File: config.mk
export PLATFORM = sky130hd
export DESIGN_NAME = uart_echo_fifo
export DESIGN_NICKNAME = d
export VERILOG_FILES = /design/src/rtl/uart_echo_pkg.sv /design/src/rtl/sync_fifo.sv /design/src/rtl/uart_echo_fifo.sv
export SDC_FILE = /design/constraint.sdc
export NUM_CORES = 1
export LEC_CHECK = 0
export BUFFER_PORTS_ARGS = -buffer_cell sky130_fd_sc_hd__clkbuf_2
export CORE_MARGIN = 4
export CORE_UTILIZATION = 46
export DETAILED_ROUTE_END_ITERATION = 8
export PLACE_DENSITY = 0.72
export SLEW_MARGIN = 25
export SYNTH_ARGS = -nofsm -noshare
export SYNTH_HDL_FRONTEND = slang
export SYNTH_SLANG_ARGS = --single-unit
File: constraint.sdc
create_clock -name hwclk -period 4.25 [get_ports hwclk]
set_clock_uncertainty 0.15 [all_clocks]
set_input_delay 0 -clock hwclk [delete_from_list [all_inputs] [get_ports hwclk]]
set_output_delay 0 -clock hwclk [all_outputs]
set_load 0.005 [all_outputs]
File: src/rtl/uart_echo_pkg.sv
// uart_echo_pkg
// Shared types and constants for the UART echo block.
//   rx_state_t / tx_state_t : receiver and transmitter FSM states
//   clks_per_bit()          : system clocks per UART bit (integer division)
//   SYNC_RESET_VAL          : reset value of the rx_data synchronizer flops (line idle)
package uart_echo_pkg;

    typedef enum logic [2:0] {
        RX_IDLE,
        RX_START,
        RX_DATA,
        RX_PARITY,
        RX_STOP
    } rx_state_t;

    typedef enum logic [2:0] {
        TX_IDLE,
        TX_START,
        TX_DATA,
        TX_PARITY,
        TX_STOP
    } tx_state_t;

    localparam logic SYNC_RESET_VAL = 1'b1;

    function automatic int clks_per_bit(input int clk_hz, input int baud);
        return clk_hz / baud;
    endfunction

endpackage

File: src/rtl/sync_fifo.sv
// sync_fifo
// Single-clock FIFO with a registered read port: dout holds the popped
// entry from the cycle after pop. A push while full is accepted only when
// a pop happens in the same cycle; otherwise it is ignored.
// Ports:
//   hwclk, reset : clock, asynchronous active-high reset
//   push, din    : write strobe and data
//   pop, dout    : read strobe and registered read data
//   full, empty  : occupancy flags
//   level        : current number of stored entries
module sync_fifo #(
    parameter int WIDTH = 8,
    parameter int DEPTH = 16
) (
    input  logic                   hwclk,
    input  logic                   reset,
    input  logic                   push,
    input  logic                   pop,
    input  logic [WIDTH-1:0]       din,
    output logic [WIDTH-1:0]       dout,
    output logic                   full,
    output logic                   empty,
    output logic [$clog2(DEPTH):0] level
);

    localparam int PTR_W = $clog2(DEPTH);

    logic [WIDTH-1:0] mem [DEPTH];
    logic [PTR_W-1:0] wr_ptr;
    logic [PTR_W-1:0] rd_ptr;
    logic             wr_en;
    logic             rd_en;

    assign full  = (level == (PTR_W+1)'(DEPTH));
    assign empty = (level == '0);
    assign rd_en = pop && !empty;
    // When full, a simultaneous pop frees the slot the write lands in.
    assign wr_en = push && (!full || rd_en);

    // Storage array has no reset; its contents are meaningless until written.
    always_ff @(posedge hwclk) begin
        if (wr_en) begin
            mem[wr_ptr] <= din;
        end
    end

    // Pointers wrap naturally at the power-of-two depth.
    always_ff @(posedge hwclk or posedge reset) begin
        if (reset) begin
            wr_ptr <= '0;
            rd_ptr <= '0;
            level  <= '0;
            dout   <= '0;
        end else begin
            if (wr_en) begin
                wr_ptr <= wr_ptr + 1'b1;
            end
            if (rd_en) begin
                dout   <= mem[rd_ptr];
                rd_ptr <= rd_ptr + 1'b1;
            end
            case ({wr_en, rd_en})
                2'b10:   level <= level + 1'b1;
                2'b01:   level <= level - 1'b1;
                default: level <= level;
            endcase
        end
    end

endmodule

File: src/rtl/uart_echo_fifo.sv
// uart_echo_fifo
// UART loopback: an oversampling receiver decodes frames from rx_data,
// buffers good bytes in a sync_fifo, and a transmitter re-sends them on
// rx_trans. The last good byte is shown on leds.
// Optional feature macro: UART_ECHO_PARITY_EN adds one even-parity bit
// per frame on both RX and TX and the sticky parity_err output.
// Ports:
//   hwclk, reset : clock, asynchronous active-high reset
//   rx_data      : UART line in (idle high, asynchronous)
//   rx_trans     : UART line out (idle high, flop-driven)
//   leds         : last good byte, zero-extended
//   fifo_level   : FIFO occupancy
//   overrun      : sticky, a byte was dropped on a full FIFO
//   frame_err    : sticky, a stop bit was sampled low
//   parity_err   : sticky, parity mismatch (only with UART_ECHO_PARITY_EN)
module uart_echo_fifo
    import uart_echo_pkg::*;
#(
    parameter int CLK_HZ     = 12000000,
    parameter int BAUD       = 9600,
    parameter int DATA_BITS  = 8,
    parameter int FIFO_DEPTH = 16
) (
    input  logic                        hwclk,
    input  logic                        reset,
    input  logic                        rx_data,
    output logic                        rx_trans,
    output logic [7:0]                  leds,
    output logic [$clog2(FIFO_DEPTH):0] fifo_level,
    output logic                        overrun,
    output logic                        frame_err
`ifdef UART_ECHO_PARITY_EN
    ,
    output logic                        parity_err
`endif
);

    localparam int CPB   = clks_per_bit(CLK_HZ, BAUD);
    localparam int CNT_W = $clog2(CPB);
    localparam logic [CNT_W-1:0] BIT_LAST  = CNT_W'(CPB - 1);
    localparam logic [CNT_W-1:0] HALF_LAST = CNT_W'(CPB / 2 - 1);
    localparam logic [3:0]       LAST_BIT  = 4'(DATA_BITS - 1);

    logic rx_meta;
    logic rxs;

    rx_state_t            rx_state;
    logic [CNT_W-1:0]     rx_cnt;
    logic [3:0]           rx_idx;
    logic [DATA_BITS-1:0] rx_shreg;
    logic                 push_req;
`ifdef UART_ECHO_PARITY_EN
    logic                 parity_bad;
`endif

    tx_state_t            tx_state;
    logic [CNT_W-1:0]     tx_cnt;
    logic [3:0]           tx_idx;
    logic [DATA_BITS-1:0] tx_shreg;
    logic                 tx_line;
`ifdef UART_ECHO_PARITY_EN
    logic                 tx_par;
`endif

    logic                 fifo_pop;
    logic [DATA_BITS-1:0] fifo_dout;
    logic                 fifo_full;
    logic                 fifo_empty;

    // Two-flop synchronizer; resets to the idle line level.
    always_ff @(posedge hwclk or posedge reset) begin
        if (reset) begin
            rx_meta <= SYNC_RESET_VAL;
            rxs     <= SYNC_RESET_VAL;
        end else begin
            rx_meta <= rx_data;
            rxs     <= rx_meta;
        end
    end

    // Receiver: half-bit wait to the start-bit centre, then one sample per
    // bit period. A good frame raises push_req for one cycle, so the FIFO
    // write and the leds update land one cycle after the stop sample.
    always_ff @(posedge hwclk or posedge reset) begin
        if (reset) begin
            rx_state  <= RX_IDLE;
            rx_cnt    <= '0;
            rx_idx    <= '0;
            rx_shreg  <= '0;
            push_req  <= 1'b0;
            leds      <= '0;
            overrun   <= 1'b0;
            frame_err <= 1'b0;
`ifdef UART_ECHO_PARITY_EN
            parity_bad <= 1'b0;
            parity_err <= 1'b0;
`endif
        end else begin
            push_req <= 1'b0;
            case (rx_state)
                RX_IDLE: begin
                    if (!rxs) begin
                        rx_state <= RX_START;
                        rx_cnt   <= HALF_LAST;
                    end
                end
                RX_START: begin
                    if (rx_cnt == '0) begin
                        if (rxs) begin
                            rx_state <= RX_IDLE;
                        end else begin
                            rx_state <= RX_DATA;
                            rx_cnt   <= BIT_LAST;
                            rx_idx   <= '0;
                        end
                    end else begin
                        rx_cnt <= rx_cnt - 1'b1;
                    end
                end
                RX_DATA: begin
                    if (rx_cnt == '0) begin
                        rx_shreg <= {rxs, rx_shreg[DATA_BITS-1:1]};
                        rx_cnt   <= BIT_LAST;
                        rx_idx   <= rx_idx + 1'b1;
                        if (rx_idx == LAST_BIT) begin
`ifdef UART_ECHO_PARITY_EN
                            rx_state <= RX_PARITY;
`else
                            rx_state <= RX_STOP;
`endif
                        end
                    end else begin
                        rx_cnt <= rx_cnt - 1'b1;
                    end
                end
`ifdef UART_ECHO_PARITY_EN
                RX_PARITY: begin
                    if (rx_cnt == '0) begin
                        // Even parity: data bits plus parity bit XOR to zero.
                        parity_bad <= rxs ^ (^rx_shreg);
                        rx_cnt     <= BIT_LAST;
                        rx_state   <= RX_STOP;
                    end else begin
                        rx_cnt <= rx_cnt - 1'b1;
                    end
                end
`endif
                RX_STOP: begin
                    if (rx_cnt == '0) begin
                        rx_state <= RX_IDLE;
                        if (!rxs) begin
                            frame_err <= 1'b1;
`ifdef UART_ECHO_PARITY_EN
                        end else if (parity_bad) begin
                            parity_err <= 1'b1;
`endif
                        end else begin
                            push_req <= 1'b1;
                        end
                    end else begin
                        rx_cnt <= rx_cnt - 1'b1;
                    end
                end
                default: rx_state <= RX_IDLE;
            endcase

            if (push_req) begin
                leds <= 8'(rx_shreg);
            end
            if (push_req && fifo_full && !fifo_pop) begin
                overrun <= 1'b1;
            end
        end
    end

    sync_fifo #(
        .WIDTH (DATA_BITS),
        .DEPTH (FIFO_DEPTH)
    ) u_fifo (
        .hwclk (hwclk),
        .reset (reset),
        .push  (push_req),
        .pop   (fifo_pop),
        .din   (rx_shreg),
        .dout  (fifo_dout),
        .full  (fifo_full),
        .empty (fifo_empty),
        .level (fifo_level)
    );

    // Pop from idle, or on the last stop-bit cycle so queued frames follow
    // each other with no idle gap.
    assign fifo_pop = ((tx_state == TX_IDLE) ||
                       (tx_state == TX_STOP && tx_cnt == '0)) && !fifo_empty;

    // Transmitter: the start bit goes out while the FIFO read completes;
    // fifo_dout is valid by the end of the start bit and is loaded then.
    always_ff @(posedge hwclk or posedge reset) begin
        if (reset) begin
            tx_state <= TX_IDLE;
            tx_cnt   <= '0;
            tx_idx   <= '0;
            tx_shreg <= '0;
            tx_line  <= 1'b1;
`ifdef UART_ECHO_PARITY_EN
            tx_par   <= 1'b0;
`endif
        end else begin
            case (tx_state)
                TX_IDLE: begin
                    tx_line <= 1'b1;
                    if (fifo_pop) begin
                        tx_state <= TX_START;
                        tx_line  <= 1'b0;
                        tx_cnt   <= BIT_LAST;
                    end
                end
                TX_START: begin
                    if (tx_cnt == '0) begin
                        tx_state <= TX_DATA;
                        tx_line  <= fifo_dout[0];
                        tx_shreg <= fifo_dout >> 1;
                        tx_idx   <= '0;
                        tx_cnt   <= BIT_LAST;
`ifdef UART_ECHO_PARITY_EN
                        tx_par   <= ^fifo_dout;
`endif
                    end else begin
                        tx_cnt <= tx_cnt - 1'b1;
                    end
                end
                TX_DATA: begin
                    if (tx_cnt == '0) begin
                        tx_cnt <= BIT_LAST;
                        if (tx_idx == LAST_BIT) begin
`ifdef UART_ECHO_PARITY_EN
                            tx_state <= TX_PARITY;
                            tx_line  <= tx_par;
`else
                            tx_state <= TX_STOP;
                            tx_line  <= 1'b1;
`endif
                        end else begin
                            tx_line  <= tx_shreg[0];
                            tx_shreg <= tx_shreg >> 1;
                            tx_idx   <= tx_idx + 1'b1;
                        end
                    end else begin
                        tx_cnt <= tx_cnt - 1'b1;
                    end
                end
`ifdef UART_ECHO_PARITY_EN
                TX_PARITY: begin
                    if (tx_cnt == '0) begin
                        tx_state <= TX_STOP;
                        tx_line  <= 1'b1;
                        tx_cnt   <= BIT_LAST;
                    end else begin
                        tx_cnt <= tx_cnt - 1'b1;
                    end
                end
`endif
                TX_STOP: begin
                    if (tx_cnt == '0) begin
                        if (fifo_pop) begin
                            tx_state <= TX_START;
                            tx_line  <= 1'b0;
                            tx_cnt   <= BIT_LAST;
                        end else begin
                            tx_state <= TX_IDLE;
                        end
                    end else begin
                        tx_cnt <= tx_cnt - 1'b1;
                    end
                end
                default: begin
                    tx_state <= TX_IDLE;
                    tx_line  <= 1'b1;
                end
            endcase
        end
    end

    assign rx_trans = tx_line;

endmodule

---- Yosys cells after proc, flatten, opt, wreduce, memory -nomap -nowiden ----
Memories as Yosys holds them, arrays and structs flattened. A register that Yosys moved wholly into a read port is not among the register bits.
Index checks and enable logic that the tools add are counted.
storage, ports and cells
  logic and storage cells ................. 133
  memories ................................ 1
  input bits .............................. 3
  bits in registers ....................... 79
  latch bits .............................. 0
  output and inout bits ................... 16
  ROM bits ................................ 0
  memory bits (writable) .................. 128
memory list
  name        depth  bits a word  read ports  clocked after memory_dff  write ports  RTL line         RTL
  u_fifo.mem  16     8            1           1                         1            sync_fifo.sv:28  logic [WIDTH-1:0] mem [DEPTH];
operators by class
  bitwise gates (word level) .............. 1
  order comparisons ....................... 0
  divide/modulo/power cells ............... 0
  multiply operators ...................... 0
  reduce and logical (&&, ||, !) cells .... 30
  shifts and indexed selects .............. 0
  mux-type cells .......................... 49
  add/sub/neg operators ................... 8
  equality and inequality tests ........... 26
operators by type and width
  operator                                            number
  2-to-1 mux 11 bit                                   8
  one-hot mux 11 bit (4 select lines)                 1
  one-hot mux 11 bit (3 select lines)                 1
  2-to-1 mux 3 bit                                    10
  != test 2 bit, second input constant                13
  2-to-1 mux 4 bit                                    6
  2-to-1 mux 8 bit                                    3
  one-hot mux 3 bit (4 select lines)                  2
  zero test 11 bit                                    2
  subtractor 11 x 1 -> 11 bit, second input constant  2
  adder 4 x 1 -> 4 bit, second input constant         4
  one-hot mux 4 bit (2 select lines)                  2
  one-hot mux 8 bit (2 select lines)                  1
  AND reduction 4 bit                                 4
  2-to-1 mux 1 bit                                    12
  one-hot mux 5 bit (2 select lines)                  1
  AND reduction 5 bit                                 2
  == test 4 x 3 -> 1 bit, second input constant       2
  == test 3 x 1 -> 1 bit, second input constant       2
  == test 3 x 2 -> 1 bit, second input constant       2
  == test 3 bit, second input constant                2
  logical AND 1 bit                                   6
  zero test 3 bit                                     2
  nonzero test 2 bit                                  3
  other kinds (18)                                    21

---- Longest topological paths before layout ----
Gate-level depths: netlist (run 1).
  depth in word-level cells ............... 9
  mapped depth ............................ 12
  depth with buffers taken out ............ 12

---- Hierarchy ----
Synthesis (run 1) repeated with hierarchy kept, for this count alone.
unflattened totals
  cell total of the unflattened synthesis .. 686
  area, all modules ....................... 9,708.1 um2
by module, submodules not included
  module          instances  area an instance (um2)  cells each  seq. area each (um2)
  sync_fifo       1          6,030.8                 309         4,369.2
  uart_echo_fifo  1          3,677.3                 377         1,630.3

---- Least setup slack after synthesis (run 1) ----
Ideal clock, no wire load.
  path kind ............................... reg-to-reg
  start ................................... register tx_cnt[2]
  end ..................................... register u_fifo.level[4]
  period minus slack after synthesis ...... 2.918 ns
  data required time ...................... 3.971 ns
  path buffers ............................ 0
  library setup time ...................... 0.129 ns
  stages on the path, launching flop included .. 11
  setup slack ............................. 1.332 ns
  arrival time ............................ 2.639 ns
  path through ............................ dfrtp_1 -> or4_2 -> o31ai_4 -> nand2_2 -> inv_1 -> ha_1 -> a21oi_1 -> nand2_1 -> and3b_1 -> a31o_2 -> a21oi_1
on the way
  word-level cells in the longest chain between the ends .. 9
  elaborated cells between the ends (all ways) .. 11
  classes of those cells .................. 2 x eq/ne; 1 x mux; 8 x reduce/logical
ends and longest elaborated chain
  what                                                                             RTL line               RTL
  start, declared                                                                  uart_echo_fifo.sv:57   logic [CNT_W-1:0] tx_cnt;
  start signal, assigned                                                           uart_echo_fifo.sv:229  tx_cnt <= tx_cnt - 1'b1;
  start signal, assigned                                                           uart_echo_fifo.sv:249  tx_cnt <= tx_cnt - 1'b1;
  start signal, assigned                                                           uart_echo_fifo.sv:273  tx_cnt <= tx_cnt - 1'b1;
  zero test 11 bit (*)                                                             uart_echo_fifo.sv:194  (tx_state == TX_STOP && tx_cnt == '0)) && !fifo_empty;
  logical AND 1 bit (*)                                                            uart_echo_fifo.sv:194
  logical OR 1 bit (*)                                                             uart_echo_fifo.sv:193  assign fifo_pop = ((tx_state == TX_IDLE) ||
  logical AND 1 bit (*)                                                            uart_echo_fifo.sv:194
  logical AND 1 bit (*)                                                            sync_fifo.sv:36        assign rd_en = pop && !empty;
  logical OR 1 bit                                                                 sync_fifo.sv:38        assign wr_en = push && (!full || rd_en);
  logical AND 1 bit                                                                sync_fifo.sv:38
  == test 2 x 1 -> 1 bit / == test 2 bit (equally long branches)                   sync_fifo.sv:62        case ({wr_en, rd_en})
  one-hot mux 5 bit (2 select lines) / nonzero test 2 bit (equally long branches)  n/a
  end signal, assigned                                                             sync_fifo.sv:63        2'b10: level <= level + 1'b1;
  end signal, assigned                                                             sync_fifo.sv:64        2'b01: level <= level - 1'b1;
  end signal, assigned                                                             sync_fifo.sv:65        default: level <= level;
  end, declared                                                                    sync_fifo.sv:23        output logic [$clog2(DEPTH):0] level
Every way passes the cells marked *; elsewhere a longest branch is shown, timed or not.
A chain may end at the register's enable or synchronous reset.

---- Worst setup path after layout (run 1) ----
Same ends and word-level chain as after synthesis.

==> flow_metrics.py, run 1 <==
metrics = {
    "sta": {
        "setup_tns_ns": 0,
        "whs_ns": 0.2044,
        "relSlewSlack_pct": 42.03,
        "setup_violations": 0,
        "rsz0062_at_grt": "false",
        "slew_violations": 0,
        "period_minus_slack_ns": 3.215,
        "hold_violations": 0,
        "tightestPinTransition_ns": 0.8616,
        "max_freq_ghz": 0.3110,
        "post-route-period-util_pct": 75.65,
    },
    "clock_tree": {
        "hold_buffers": 4,
        "cts_root_buf": "clkbuf_16",
        "numClockSinks": 214,
        "cts_setup_buffers": 0,
        "insertion_delay_ns": 0.51,
        "cts_tree": "done",
        "clk_pin_slew_ns": 0.06,
        "clockBufferDepth": 3,
        "cts_buffers": 23,
        "htree_levels": 1,
        "cts_resized": 0,
    },
    "routing": {
        "wl_um": 18610,
        "drc": 0,
        "wl_per_cell_um": 19.24,
        "viasPerCell": 5.711,
        "initialDrtViolationCount": 516,
        "num_vias": 5523,
        "ant_nets": 0,
        "dr.pass1.iters": 5,
    },
    "synth": {
        "yosysSeqAreaShare_pct": 63.92,
        "synth_cell_type_count": 71,
        "avgSynthCellArea_um2": 14.20,
        "syn_area_um2": 9385,
        "synth_cells": 661,
        "synth-edff-count": 128,
        "synth-main-ff-cell": "edfxtp_1",
        "synthArstFlopShare_pct": 40.19,
        "ys_ff_latch": 214,
        "ys_warn_count": 0,
        "syn-num-nets": 679,
    },
    "placement": {
        "place_inst": 921,
        "hpwl_um": 12220,
        "port_buffers": 18,
        "gp_congestion": 0.8126,
    },
    "final_layout": {
        "finalCoreUtilization_pct": 53.34,
        "nNetsFinal": 703,
        "diodes": 0,
        "multi_input_area_um2": 3194,
        "areaGrowthSynthToFinish_pct": 12.43,
        "register_area_um2": 6005,
        "final_cell_mix": "edfxtp_1 (128), dfrtp_1 (81), nand2_1 (56)",
        "fill_cells": 1592,
        "fin_cells": 967,
        "drive_above_1_share_pct": 20.09,
        "mostFrequentLayoutCell": "edfxtp_1",
    },
    "grt": {
        "antenna_found_initial": 0,
        "grt_overflow": 0,
        "grt_max_degree": 45,
        "grt_pass1_vias": 5796,
        "grtUsageTotal_pct": 17.22,
        "grt_pass1_wl_um": 31060,
    },
    "floorplan": {
        "die-area_um2": 22750,
        "start_util_pct": 47.44,
        "die_h_um": 150.8,
        "die_x_um": 150.8,
        "fp-row-count": 51,
        "core-area_um2": 19780,
        "ioPinCount": 19,
    },
    "critical_path": {
        "crit_fanout": 6,
        "cpPeakStageDelay_ns": 0.75,
        "crit_path_end": "u_fifo.level[4]",
        "startpoint_type": "register",
        "timing.rr.start": "tx_cnt[2]",
        "crit_top_cell": "a21oi_1",
        "r2r-end": "u_fifo.level[4]",
        "worst_setup_path_end_kind": "register",
        "cp.required_ns": 4.48,
        "startpoint": "tx_cnt[2]",
        "ff2ff_setup_slack_ns": 1.03,
        "r2r_cells": 10,
        "critical_path_class": "register to register",
        "slowest_stage": "or4_2",
        "cp_cell_sequence": "or4_2 -> o31ai_4 -> nand2_2 -> inv_1 -> ha_1 -> a21oi_1 -> nand2_1 -> and3b_1 -> a31o_2 -> a21oi_1",
        "cp.arrival_ns": 3.45,
    },
    "power_and_ir_drop": {
        "ir_worst_vdd_uv": 283.6,
        "p_total_w": 0.004213,
        "pwr-share-comb_pct": 0.5,
        "p_sw_w": 0.0008372,
        "seqPwrFrac_pct": 51.9,
        "p_per_area_nw_per_um2": 399.3,
        "clockPowerShare_pct": 47.5,
        "p_leak_nw": 3.741,
        "power.share.switching_pct": 19.87,
        "p_int_w": 0.003376,
    },
    "flow_run": {
        "drv_cap": 0,
    },
    "run_status": {
        "outcome": "completed",
    },
    "worst_hold_path": {
        "hp-class": "register to register",
    },
}
## routing by layer
layer  vias to the layer above  share of wire [%]  wire (um)  global-route usage (%)
met5                         -                  0          0                       0
met4                         0                2.2        415                   4.760
met3                        31                3.7        696                   2.633
met2                       121                 50       9314                   29.18
met1                      2795                 44       8180                   23.36
li1                       2576                  -          -                       -
## power by group through the flow
stage | registers (W) | logic, W | clock network, W
CTS | 0.00219 | 0.0000226 | 0.00204
finish | 0.00219 | 0.0000213 | 0.00200
global placement | 0.00223 | 0.0000188 | 0
floorplan | 0.00223 | 0.0000129 | 0
global route | 0.00219 | 0.0000255 | 0.00214
detailed placement | 0.00223 | 0.0000199 | 0
## cells in the mapped netlist (6+ instances only)
cell type	n	area share (%)
nand2b_1	10	0.67
ha_1	14	1.9
nand2_1	56	2.2
inv_1	20	0.80
buf_2	6	0.32
a31oi_1	9	0.60
mux2i_1	7	0.75
mux2_2	21	2.5
o21ai_0	27	1.4
xor2_1	6	0.56
edfxtp_1	128	41
nor3_1	8	0.43
o31ai_1	13	1.0
mux4_2	32	7.7
nor2b_1	10	0.67
xnor2_1	9	0.84
a21o_1	7	0.56
dfrtp_1	83	22
nand3_1	20	1.1
a21oi_1	15	0.80
nor2_1	28	1.1
o22ai_1	14	0.93
clkbuf_1	17	0.68
and3_1	18	1.2
## cell families after synthesis
group                    Yosys count  synth area share (%)
AO/OA/AOI/OAI                    118                 8.559
XOR/XNOR                          15                 1.400
adder cells (fa/ha/maj)           15                 2.080
buffers and inverters             49                 2.133
flip-flops                       214                 63.92
multiplexers                      61                 11.11
AND/OR/NAND/NOR                  189                 10.80
## worst max-delay path: cells and delay by family, from the launching register on
| family | cells | cell delay (ns) |
|---|---|---|
| buffers and inverters | 1 | 0.18 |
| adder cells (fa/ha/maj) | 1 | 0.30 |
| flip-flops | 1 | 0.45 |
| AND/OR/NAND/NOR | 4 | 1.29 |
| AO/OA/AOI/OAI | 4 | 0.73 |
## cell type report
cell class,instances,share of cell area [%]
Sequential cell,214,56.91
Timing Repair Buffer,28,1.660
Clock inverter,14,1.364
Inverter,20,0.7233
Tap cell,265,3.142
Clock buffer,28,5.929
Multi-Input combinational cell,398,30.27
## worst min path at each step
stage / start / end / slack [ns] / cells past startpoint
after global placement: rx_data / rx_meta / -0.06 / 1
final: rx_meta / rxs / 0.20 / 0
after global routing: rx_meta / rxs / 0.22 / 0
after detailed placement: rx_data / rx_meta / -0.06 / 1
after CTS: rx_meta / rxs / 0.21 / 0
after floorplan: rx_data / rx_meta / -0.15 / 0
## sequential cells by signal, indices dropped and copies added, names as in the netlist, 3 cells and up
signal         flops
tx_shreg           7
u_fifo.dout        8
rx_shreg           8
rx_cnt            11
rx_idx             4
tx_idx             4
tx_state           3
rx_state           3
u_fifo.rd_ptr      4
u_fifo.mem       128
u_fifo.level       5
tx_cnt            11
u_fifo.wr_ptr      4
leds               8
## stage by stage
stage               worst slack [ns]  area, um2
floorplan                      1.332       9385
global placement               1.169       9729
detailed placement             1.052       9729
CTS                            1.047      10540
global route                  0.8126      10550
finish                         1.035      10550
(Power assumes the default switching activity.)
==> run 2, diff against run 1 <==
Settings changed: ABC_AREA set to 1.
Clock period 4.25 ns to 3 ns, I/O delays scaled along.
==> flow_metrics.py, run 2 <==
metrics = {
    "run_status": {
        "outcome": "completed",
    },
    "floorplan": {
        "die-area_um2": 23110,
        "start_util_pct": 47.00,
        "die_x_um": 152.0,
        "die_h_um": 152.0,
        "fp-row-count": 52,
        "ioPinCount": 19,
        "core-area_um2": 20300,
    },
    "sta": {
        "tightestPinTransition_ns": 0.7492,
        "rsz0062_at_grt": "false",
        "post-route-period-util_pct": 88.56,
        "period_minus_slack_ns": 2.657,
        "hold_violations": 0,
        "max_freq_ghz": 0.3764,
        "slew_violations": 0,
        "setup_tns_ns": 0,
        "relSlewSlack_pct": 50.05,
        "whs_ns": 0.2116,
        "setup_violations": 0,
    },
    "critical_path": {
        "crit_fanout": 5,
        "cp.required_ns": 3.27,
        "r2r_cells": 16,
        "worst_setup_path_end_kind": "register",
        "startpoint_type": "register",
        "critical_path_class": "register to register",
        "ff2ff_setup_slack_ns": 0.34,
        "cp.arrival_ns": 2.92,
    },
    "clock_tree": {
        "clockBufferDepth": 3,
        "cts_root_buf": "clkbuf_16",
        "cts_tree": "done",
        "insertion_delay_ns": 0.52,
        "cts_buffers": 23,
        "numClockSinks": 214,
        "clk_pin_slew_ns": 0.06,
        "htree_levels": 1,
    },
    "synth": {
        "synthTopCellsByArea": "edfxtp_1 (40%), dfrtp_1 (22%), nor2_1 (5.7%)",
        "syn_area_um2": 9540,
        "synthXorXnorAreaFrac_pct": 1.469,
        "ys_ff_latch": 214,
        "netlist.top_cell.by_area": "edfxtp_1",
        "synthTopCellsByCount": "nor2_1 (146), edfxtp_1 (128), nand2_1 (120)",
        "synth-edff-count": 128,
        "synth.most_common_cell": "nor2_1",
        "synthAdderAreaFrac_pct": 2.046,
        "muxShareOfSynthArea_pct": 0.4590,
        "synth_top_area_share_pct": 40.29,
        "avgSynthCellArea_um2": 10.52,
        "synth_compound_gate_area_share_pct": 12.63,
        "synth-simple-area-share_pct": 16.00,
        "synth-main-ff-cell": "edfxtp_1",
        "yosysSeqAreaShare_pct": 62.89,
        "synth_top_family_by_area": "simple AND/OR/NAND/NOR gates",
        "ys_warn_count": 0,
        "synth_cell_type_count": 47,
        "synth_cells": 907,
        "synthArstFlopShare_pct": 40.19,
        "syn-num-nets": 925,
    },
    "grt": {
        "grt_overflow": 0,
        "grt_pass1_wl_um": 33410,
        "grt_max_degree": 66,
        "grtUsageTotal_pct": 17.53,
        "grt_pass1_vias": 6409,
        "antenna_found_initial": 0,
    },
    "placement": {
        "hpwl_um": 13460,
        "gp_congestion": 0.8521,
        "place_inst": 1189,
        "port_buffers": 18,
        "dpl_cell_area_um2": 10040,
    },
    "routing": {
        "wl_per_cell_um": 16.59,
        "num_vias": 6613,
        "dr.pass1.iters": 5,
        "initialDrtViolationCount": 676,
        "wl_um": 20490,
        "ant_nets": 0,
        "drc": 0,
        "viasPerCell": 5.355,
    },
    "final_layout": {
        "drive_above_1_share_pct": 14.30,
        "stdcell_area_um2": 10830,
        "reg.largest.list": "u_fifo.mem x128, rx_cnt x11, tx_cnt x11",
        "diodes": 0,
        "largest_reg_flops": 128,
        "final_cell_mix": "nor2_1 (146), edfxtp_1 (128), nand2_1 (120)",
        "nNetsFinal": 966,
        "areaGrowthSynthToFinish_pct": 13.47,
        "fill_cells": 1728,
        "mostFrequentLayoutCell": "nor2_1",
        "fin_cells": 1235,
        "regMostFlops": "u_fifo.mem",
    },
    "power_and_ir_drop": {
        "p_per_area_nw_per_um2": 545.4,
        "p_leak_nw": 4.200,
        "ir_worst_vdd_uv": 372.9,
    },
    "worst_hold_path": {
        "whs_path_depth": 0,
        "hp-class": "register to register",
    },
    "flow_run": {
        "drv_cap": 0,
    },
}
-- run 2: layout make-up --
| type | instances | area [um2] | area share [%] |
|---|---|---|---|
| Tap cell | 270 | 337.8 | 3.121 |
| Timing Repair Buffer | 48 | 350.3 | 3.236 |
| Clock buffer | 27 | 604.3 | 5.583 |
| Multi-Input combinational cell | 589 | 3115 | 28.78 |
| Sequential cell | 214 | 6001 | 55.43 |
| Clock inverter | 15 | 140.1 | 1.294 |
| Inverter | 72 | 276.5 | 2.554 |
-- run 2: per-stage QoR --
| step | total power [W] | utilization (%) | worst slack (ns) |
|---|---|---|---|
| 6_report | 0.005905 | 53.33 | 0.3433 |
| 5_1_grt | 0.006093 | 53.33 | 0.09804 |
| 4_1_cts | 0.005954 | 53.30 | 0.2330 |
| 3_5_place_dp | 0.003189 | 49.44 | 0.2456 |
| 3_3_place_gp | 0.003189 | 49.44 | 0.3391 |
| 2_1_floorplan | 0.003177 | - | 0.5437 |
-- run 2: timing repair --
item / CTS / global route
gates resized for setup: 0 / 2
setup buffers: 0 / 0
endpoints found under the hold margin: 85 / 0
setup endpoints to repair: 0 / 1
hold buffers: 4 / 0
-- run 2: critical path, stage by stage (launching register included) --
cell     delay, ns
dfrtp_1       0.41
inv_1         0.11
ha_1          0.17
nand2_1       0.08
nor2_1        0.15
nand3_1       0.12
nand2_2       0.14
nand3_2       0.14
inv_2         0.14
ha_1          0.27
a21o_1        0.17
a31oi_1       0.18
inv_1         0.06
nand2_1       0.08
nand3_1       0.07
nand2_1       0.07
inv_1         0.04
-- run 2: logic make-up after synthesis --
family | count (synthesis)
buf+inv | 104
simple gates | 350
xor+xnor | 16
mux | 4
compound gates | 204
flops | 214
fa+ha+maj | 15
-- run 2: report_power, final --
part           internal, W  switching, W  total [W]
Clock              0.00162       0.00115    0.00277
Combinational   0.00000744     0.0000239  0.0000314
Sequential         0.00310    0.00000134    0.00310
-- run 2: per-layer routing --
layer | up-vias | GRT usage, % | share of wire, % | wire [um]
li1 | 3229 | - | - | -
met1 | 3182 | 23.43 | 43 | 8725
met2 | 167 | 29.17 | 49 | 10060
met3 | 35 | 3.043 | 5.7 | 1162
met4 | 0 | 6.079 | 2.7 | 544
met5 | - | 0 | 0 | 0
-- run 2: path summary, 6_finish.rpt --
check                           from               to
max                        tx_cnt[0]  u_fifo.level[4]
min                          rx_meta              rxs
max reg2reg                tx_cnt[0]  u_fifo.level[4]
min reg2reg                  rx_meta              rxs
max in group asynchronous      reset              rxs
min in group asynchronous      reset        tx_idx[0]
==> run 3, diff against run 2 <==
Settings changed: CTS_CLUSTER_SIZE set to 24.
Clock period 3 ns to 2.8 ns, I/O delays scaled along.
==> flow_metrics.py, run 3 (synthesis results as in run 2) <==
metrics = {
    "worst_hold_path": {
        "hp-class": "register to register",
    },
    "power_and_ir_drop": {
        "p_total_w": 0.006222,
        "power.share.switching_pct": 19.74,
        "p_sw_w": 0.001228,
        "p_int_w": 0.004994,
        "pwr-share-comb_pct": 0.5,
        "p_leak_nw": 4.206,
        "p_per_area_nw_per_um2": 574.7,
        "seqPwrFrac_pct": 53.4,
        "ir_worst_vdd_uv": 360.6,
        "clockPowerShare_pct": 46.1,
    },
    "routing": {
        "drc": 0,
        "wl_per_cell_um": 16.65,
        "num_vias": 6705,
        "ant_nets": 0,
        "wl_um": 20660,
        "initialDrtViolationCount": 534,
        "dr.pass1.iters": 5,
        "viasPerCell": 5.403,
    },
    "grt": {
        "grt_max_degree": 49,
        "grt_pass1_vias": 6601,
        "antenna_found_initial": 0,
        "grt_pass1_wl_um": 34070,
        "grtUsageTotal_pct": 17.78,
        "grt_overflow": 0,
    },
    "critical_path": {
        "cp.required_ns": 3.07,
        "cp.arrival_ns": 2.81,
        "critical_path_class": "register to register",
        "worst_setup_path_end_kind": "register",
        "cpPeakStageDelay_ns": 0.40,
        "slowest_stage": "dfrtp_1",
        "cp_cell_sequence": "inv_1 -> ha_1 -> nand2_1 -> nor2_1 -> nand3_1 -> nand2_2 -> nand3_1 -> inv_2 -> ha_1 -> a21o_1 -> a31oi_2 -> inv_1 -> nand2_1 -> nand3_1 -> nand2_1 -> inv_1",
        "crit_fanout": 4,
        "ff2ff_setup_slack_ns": 0.25,
        "startpoint_type": "register",
    },
    "floorplan": {
        "start_util_pct": 47.00,
        "die_h_um": 152.0,
        "die-area_um2": 23110,
        "die_x_um": 152.0,
        "core-area_um2": 20300,
        "fp-row-count": 52,
        "ioPinCount": 19,
    },
    "sta": {
        "period_minus_slack_ns": 2.545,
        "setup_tns_ns": 0,
        "setup_violations": 0,
        "post-route-period-util_pct": 90.90,
        "rsz0062_at_grt": "false",
        "slew_violations": 0,
        "relSlewSlack_pct": 45.89,
        "tightestPinTransition_ns": 0.8117,
        "max_freq_ghz": 0.3929,
        "whs_ns": 0.2046,
        "hold_violations": 0,
    },
    "clock_tree": {
        "insertion_delay_ns": 0.52,
        "htree_levels": 1,
        "clockBufferDepth": 3,
        "cts_buffers": 24,
        "cts_root_buf": "clkbuf_16",
        "cts_tree": "done",
        "numClockSinks": 214,
        "clk_pin_slew_ns": 0.06,
    },
    "placement": {
        "gp_congestion": 0.8655,
        "port_buffers": 18,
        "hpwl_um": 13620,
        "place_inst": 1194,
    },
    "final_layout": {
        "reg.largest.list": "u_fifo.mem x128, rx_cnt x11, tx_cnt x11",
        "largest_reg_flops": 128,
        "diodes": 0,
        "fin_cells": 1241,
        "drive_above_1_share_pct": 13.90,
        "mostFrequentLayoutCell": "nor2_1",
        "regMostFlops": "u_fifo.mem",
        "nNetsFinal": 972,
        "areaGrowthSynthToFinish_pct": 13.47,
        "final_cell_mix": "nor2_1 (146), edfxtp_1 (128), nand2_1 (120)",
    },
    "run_status": {
        "outcome": "completed",
    },
    "flow_run": {
        "drv_cap": 0,
    },
}
==> run 3: changes by cell type in the layout (fill, tap and decap cells not counted), moves of 2 or more <==
cell,delta
clkinv_2,-2
clkinvlp_4,-3
clkinv_1,+5
clkbuf_1,+4
buf_4,+6
==> run 3: layout make-up <==
| type | instances | area (um2) |
|---|---|---|
| Timing Repair Buffer | 53 | 375.4 |
| Multi-Input combinational cell | 589 | 3117 |
| Sequential cell | 214 | 6001 |
| Clock inverter | 13 | 95.09 |
| Fill cell | 1743 | 9474 |
| Clock buffer | 30 | 623.1 |
| Inverter | 72 | 276.5 |
| Tap cell | 270 | 337.8 |
==> run 3: repair_timing <==
item | in CTS | in global routing
endpoints found under the setup margin | 0 | 1
buffers inserted | 0 | 0
endpoints found under the hold margin | 85 | 0
gates resized for setup | 0 | 2
hold buffers | 4 | 0
==> run 3: power by group through the flow <==
stage / logic [W] / clock network, W / registers, W
floorplan: 0.0000189 / 0 / 0.00338
global placement: 0.0000312 / 0 / 0.00339
detailed placement: 0.0000318 / 0 / 0.00339
CTS: 0.0000360 / 0.00293 / 0.00332
global route: 0.0000400 / 0.00306 / 0.00332
finish: 0.0000333 / 0.00287 / 0.00332
==> run 3: stage by stage <==
stage / cell area [um2] / util, % / setup slack (ns)
finish: 10830 / 53.33 / 0.2549
global route: 10830 / 53.33 / 0.02323
detailed placement: 10060 / 49.56 / 0.2236
CTS: 10820 / 53.30 / 0.2092
floorplan: 9540 / - / 0.3437
global placement: 10060 / 49.56 / 0.3180
==> run 3: critical path, delay by kind of cell (launching register included) <==
family	cells	cell delay (ns)
adders and majority gates	2	0.45
and+or+nand+nor	8	0.77
DFF	1	0.40
buffers and inverters	4	0.33
AOI/OAI and AO/OA	2	0.35
==> run 3: final timing paths <==
path | from | end | depth (start not counted)
setup / recovery | tx_cnt[0] | u_fifo.level[4] | 16
hold / removal | rx_meta | rxs | 0
setup reg to reg | tx_cnt[0] | u_fifo.level[4] | 16
hold reg to reg | rx_meta | rxs | 0
max in group asynchronous | reset | rxs | 5
min in group asynchronous | reset | tx_idx[0] | 4
==> run 3: metal layers <==
layer,part of all wire [%],GRT usage [%],vias to the layer above
li1,-,-,3244
met3,5.4,3.129,43
met5,0,0,-
met1,43,23.57,3235
met2,49,29.85,183
met4,2.9,5.993,0
